<file path="config.mk">
export PLATFORM = sky130hd
export DESIGN_NAME = load_store_unit
export DESIGN_NICKNAME = d
export VERILOG_FILES = /design/src/rtl/load_store_unit.sv
export SDC_FILE = /design/constraint.sdc
export NUM_CORES = 1
export LEC_CHECK = 0
export CORE_ASPECT_RATIO = 2
export CORE_UTILIZATION = 46
export DETAILED_ROUTE_END_ITERATION = 16
export PLACE_DENSITY = 0.9
export SYNTH_ARGS = -nofsm -noshare
export SYNTH_HDL_FRONTEND = slang
export SYNTH_SLANG_ARGS = --single-unit
</file>
<file path="constraint.sdc">
create_clock -name clk_i -period 3 [get_ports clk_i]
set_input_delay 0.6 -clock clk_i [delete_from_list [all_inputs] [get_ports clk_i]]
set_output_delay 0.6 -clock clk_i [all_outputs]
set_load 0.01 [all_outputs]
</file>
<file path="src/rtl/load_store_unit.sv">
// Load/store unit: one handshaked data-memory transaction per core request, with load extension.
// Optional LSU_MISALIGN_CHECK_EN: misaligned H/W accesses complete locally with misalign_o instead.
module load_store_unit #(
  parameter int unsigned DATA_WIDTH     = 32,
  parameter int unsigned BUS_ADDR_WIDTH = 32
) (
  input  logic                      clk_i,
  input  logic                      rst_ni,
  input  logic                      req_i,
  input  logic                      we_i,
  input  logic [2:0]                funct3_i,
  input  logic [DATA_WIDTH-1:0]     addr_i,
  input  logic [DATA_WIDTH-1:0]     wdata_i,
  output logic                      stall_o,
  output logic                      done_o,
  output logic [DATA_WIDTH-1:0]     rdata_o,
  output logic                      misalign_o,
  output logic                      bus_req_o,
  output logic                      bus_we_o,
  output logic [BUS_ADDR_WIDTH-1:0] bus_addr_o,
  output logic [3:0]                bus_be_o,
  output logic [31:0]               bus_wdata_o,
  input  logic                      bus_gnt_i,
  input  logic                      bus_rvalid_i,
  input  logic [31:0]               bus_rdata_i
);

  typedef enum logic [1:0] {StIdle, StReq, StWait} state_e;

  state_e                    r_state;
  logic                      r_done;
  logic [DATA_WIDTH-1:0]     r_rdata;
  logic                      r_bus_req;
  logic                      r_we;
  logic [BUS_ADDR_WIDTH-1:0] r_bus_addr;
  logic [3:0]                r_be;
  logic [31:0]               r_wdata;
  logic [2:0]                r_funct3;
  logic [1:0]                r_lane;

  logic [3:0]  w_be;
  logic [31:0] w_wdata;
  logic        w_misalign;

  always_comb begin
    w_be    = 4'b1111;
    w_wdata = wdata_i[31:0];
    case (funct3_i)
      3'b000, 3'b100: begin
        w_be    = 4'b0001 << addr_i[1:0];
        w_wdata = {4{wdata_i[7:0]}};
      end
      3'b001, 3'b101: begin
        w_be    = addr_i[1] ? 4'b1100 : 4'b0011;
        w_wdata = {2{wdata_i[15:0]}};
      end
      default: ;
    endcase
  end

`ifdef LSU_MISALIGN_CHECK_EN
  logic r_misalign;

  always_comb begin
    w_misalign = 1'b0;
    case (funct3_i)
      3'b000, 3'b100: w_misalign = 1'b0;
      3'b001, 3'b101: w_misalign = addr_i[0];
      default:        w_misalign = (addr_i[1:0] != 2'b00);
    endcase
  end

  assign misalign_o = r_misalign;
`else
  assign w_misalign = 1'b0;
  assign misalign_o = 1'b0;
`endif

  function automatic logic [31:0] f_ext(input logic [2:0]  f3,
                                        input logic [1:0]  lane,
                                        input logic [31:0] word);
    logic [7:0]  v_b;
    logic [15:0] v_h;
    logic [31:0] v_r;
    case (lane)
      2'd0:    v_b = word[7:0];
      2'd1:    v_b = word[15:8];
      2'd2:    v_b = word[23:16];
      default: v_b = word[31:24];
    endcase
    v_h = lane[1] ? word[31:16] : word[15:0];
    case (f3)
      3'b000:  v_r = {{24{v_b[7]}}, v_b};
      3'b100:  v_r = {24'b0, v_b};
      3'b001:  v_r = {{16{v_h[15]}}, v_h};
      3'b101:  v_r = {16'b0, v_h};
      default: v_r = word;
    endcase
    return v_r;
  endfunction

  always_ff @(posedge clk_i or negedge rst_ni) begin
    if (!rst_ni) begin
      r_state    <= StIdle;
      r_done     <= 1'b0;
      r_rdata    <= '0;
      r_bus_req  <= 1'b0;
      r_we       <= 1'b0;
      r_bus_addr <= '0;
      r_be       <= '0;
      r_wdata    <= '0;
      r_funct3   <= '0;
      r_lane     <= '0;
`ifdef LSU_MISALIGN_CHECK_EN
      r_misalign <= 1'b0;
`endif
    end else begin
      r_done <= 1'b0;
`ifdef LSU_MISALIGN_CHECK_EN
      r_misalign <= 1'b0;
`endif
      case (r_state)
        StIdle: begin
          // done_o high means the core advances this cycle; its req_i is stale.
          if (req_i && !r_done) begin
            r_we       <= we_i;
            r_funct3   <= funct3_i;
            r_lane     <= addr_i[1:0];
            r_bus_addr <= BUS_ADDR_WIDTH'({addr_i[DATA_WIDTH-1:2], 2'b00});
            r_be       <= w_be;
            r_wdata    <= w_wdata;
            if (w_misalign) begin
              r_done <= 1'b1;
`ifdef LSU_MISALIGN_CHECK_EN
              r_misalign <= 1'b1;
`endif
            end else begin
              r_bus_req <= 1'b1;
              r_state   <= StReq;
            end
          end
        end
        StReq: begin
          if (bus_gnt_i) begin
            r_bus_req <= 1'b0;
            if (r_we) begin
              r_done  <= 1'b1;
              r_state <= StIdle;
            end else begin
              r_state <= StWait;
            end
          end
        end
        StWait: begin
          if (bus_rvalid_i) begin
            r_rdata <= DATA_WIDTH'(f_ext(r_funct3, r_lane, bus_rdata_i));
            r_done  <= 1'b1;
            r_state <= StIdle;
          end
        end
        default: r_state <= StIdle;
      endcase
    end
  end

  assign stall_o     = (r_state != StIdle) | (req_i & ~r_done);
  assign done_o      = r_done;
  assign rdata_o     = r_rdata;
  assign bus_req_o   = r_bus_req;
  assign bus_we_o    = r_we;
  assign bus_addr_o  = r_bus_addr;
  assign bus_be_o    = r_be;
  assign bus_wdata_o = r_wdata;

endmodule

</file>
==> results.md <==
- Status: finished clean
- Grt ovf: 0
- Critical Path, Cell by Cell: clkdlybuf4s50_1 > nand2b_1 > nand2_1 > clkdlybuf4s50_1
- Sink Count: 108
- Unrepaired setup endpoints after global routing: false
- Initial antenna violation count: 1
- Worst r2r dst: rdata_o[25]
- Pwr Density: 977 mW/mm2
- R2R Setup Slk: 0.93 ns
- Final wirelength: 14100 um
- CP endpoint kind: output pin
- Crit path kind: input port to output pin
- Layout cells sized above 1: 11.8%
- DRC: 0
- Die ar.: 0.0112 mm2
- Initial DRC Count: 178
- CTS buffer count: 9
- 1st-pass router iterations: 4
- Post-synth top flop: dfrtp_1
- Synth Area in XOR/XNOR: 0%
- Worst vdd ir: 0.536 mV
- Compound-Gate Fraction of Synth Area: 9.17%
- HP Class: input port to asynchronous set/reset pin
- Uppermost layer routed: met4
- Number of synthesized flops with an enable pin: 0
- Asr flop ratio synth: 100%
- Post-synthesis mux area share: 17.6%
- Synth-to-Final Area Change: 49.3%
- Worst setup path start: req_i
- Placed cells: 776
- Largest net degree at the start of global routing: 103
- Die Y: 149 um
- CP max stage delay: 0.55 ns
- H-tree Lvls: 3
- Largest cells by area after synthesis: dfrtp_1 (55%), mux2_2 (9.8%), mux2i_1 (7.3%), nand2_1 (4.4%), nand3_1 (4.2%)
- WL per Instance: 17.7 um
- Slew Viols, Final: 0
- Input/output buffers: 206
- Ports: 210
- Area leader, netlist: dfrtp_1
- R2R Path Start: r_lane[1]
- Seq/Total Area, Yosys: 54.7%
- Final antenna-violating net count: 0
- Worst skew pair latency: 0.33 ns
- Clock-pin slew on the worst setup and hold paths: 0.07 ns
- Core area: 0.0105 mm2
- Slew @ Worst Pin: 0.608 ns
- Gpl congestion: 0.838
- Adder-cell area share of the yosys netlist: 0.760%
- Clock root buffer: clkbuf_16
- Avg Cell Area, Syn: 10.8 um2
- Met3 WL: 729 um
- Final worst-path cycle share: 80.1%
- Syn. warnings: 0
- Netlist cell types: 32
- TritonCTS clock tree: yes
- Largest family of logic cells by synthesized area: multiplexers
- Initial Utilization: 47.1%
- Rows: 53
- DP Worst Slack: 0.606 ns
- Hpwl dp: 10800 um
- Max FO, Critical Path: 2
- Via/cell ratio: 5.33
- Final non-filler cell total: 792
- Max-Cap Viols: 0
- Fmax: 0.416 GHz
- Routed vias: 4224
- Met2 wire len: 7820 um
- CP dominant cell by count: clkdlybuf4s50_1
- Most frequent cell after synthesis: dfrtp_1
- Worst EP required: 2.40 ns
- Post-synthesis simple-gate area fraction: 13.6%
- Skew final: 0.00964 ns
- Setup TNS: 0 ns
- Final Net Count: 758
- Post-Route M1 WL: 4780 um
- Worst R2R Path Depth: 5
- CTS hold repair buffers: 0
- Leakage power: 3.19 nW
- Worst EP arrival: 1.80 ns
- Hold Vio Cnt, Final: 0
- # setup viols final: 0
- Synth top cells by count: dfrtp_1 (108), nand2_1 (58), mux2_2 (43), nand3_1 (41), o21ai_0 (40)
- Slew headroom: 59.3%
- Post-CTS Setup Bufs: 0
- Maximum root-to-sink buffer count: 2
- Crit-path slowest cell: clkdlybuf4s50_1
- Number of global-route vias before repair: 4403
- First-pass GRT wire length: 21400 um
- Critical Path End: stall_o
- GRT Total Usage: 25.5%
- Startpoint types: input port
- Die X: 75.3 um
- Mapped Area: 0.00494 mm2
- Setup ws final: 0.598 ns
- FF+latch count, synth: 108
- Mapped Cells: 458
- Top-area cell type share of the netlist area: 54.7%
- Post-CTS resize count: 0
- Final Critical Period: 2.40 ns
[logic make-up (layout without fill, tap and decap cells)]
logic type	after synthesis	after routing
compound gates	79	79
fa+ha+maj	3	3
buf+inv	43	237
flops	108	108
mux	80	80
other cells	1	4
simple gates	144	144
[where the power goes]
part | internal [mW] | switching (mW)
logic | 1.95 | 1.51
clock network | 0.594 | 0.531
registers | 2.17 | 0.449
[worst min path at each step]
stage,to,slack [ns],cells past startpoint
2_1_floorplan,bus_addr_o[10],0.30,0
3_3_place_gp,bus_wdata_o[15],0.46,2
3_5_place_dp,bus_wdata_o[13],0.47,2
4_1_cts,bus_wdata_o[3],0.23,1
5_1_grt,done_o,0.25,1
6_report,rdata_o[1],0.23,1
[layout make-up]
type	instances	area, um2
flip-flops and latches	108	2700
diodes	1	2.50
clock buffers	10	239
fillers	757	3100
repair buffers	213	2140
multi-input cells	309	2040
well taps	137	171
clock inverters	5	46.3
inverters	9	33.8
[layout by cell type, fill, tap and decap left out, drive strengths merged, types with 4 or more instances in the layout]
| cell | count |
|---|---|
| clkdlybuf4s50 | 205 |
| dfrtp | 108 |
| nand2 | 58 |
| mux2 | 43 |
| nand3 | 41 |
| o21ai | 40 |
| mux2i | 36 |
| a21oi | 27 |
| nor2 | 20 |
| nand3b | 10 |
| inv | 10 |
| clkbuf | 10 |
| buf | 8 |
| or2 | 6 |
| a221o | 6 |
| clkinv | 4 |
| nand2b | 4 |
[per-stage QoR]
stage | hold slack [ns] | utilization, % | cell area (um2) | power [mW]
after floorplan | 0.304 | - | 4940 | 4.17
after global placement | 0.460 | 67.6 | 7090 | 5.92
after detailed placement | 0.469 | 67.6 | 7090 | 6.10
after CTS | 0.228 | 70.3 | 7370 | 7.25
after global routing | 0.248 | 70.4 | 7370 | 7.62
final | 0.231 | 70.4 | 7370 | 7.20
[worst max-delay path, delay by kind of cell]
family                 cells  cell delay [ns]
buffers and inverters      2             1.03
AND/OR/NAND/NOR            2             0.18
[flip-flops by register name (all words and copies together), names as in the netlist]
signal       cells
bus_be_o         4
r_lane           2
bus_addr_o      30
r_state          2
r_funct3         3
bus_req_o        1
done_o           1
bus_wdata_o     32
bus_we_o         1
rdata_o         32
[routing by layer]
layer	vias to the layer above	track usage [%]
met1	2037	25.8
met3	42	5.76
met2	184	45.4
met4	0	15.9
met5	-	0
li1	1961	-
(Power assumes the default switching activity.)
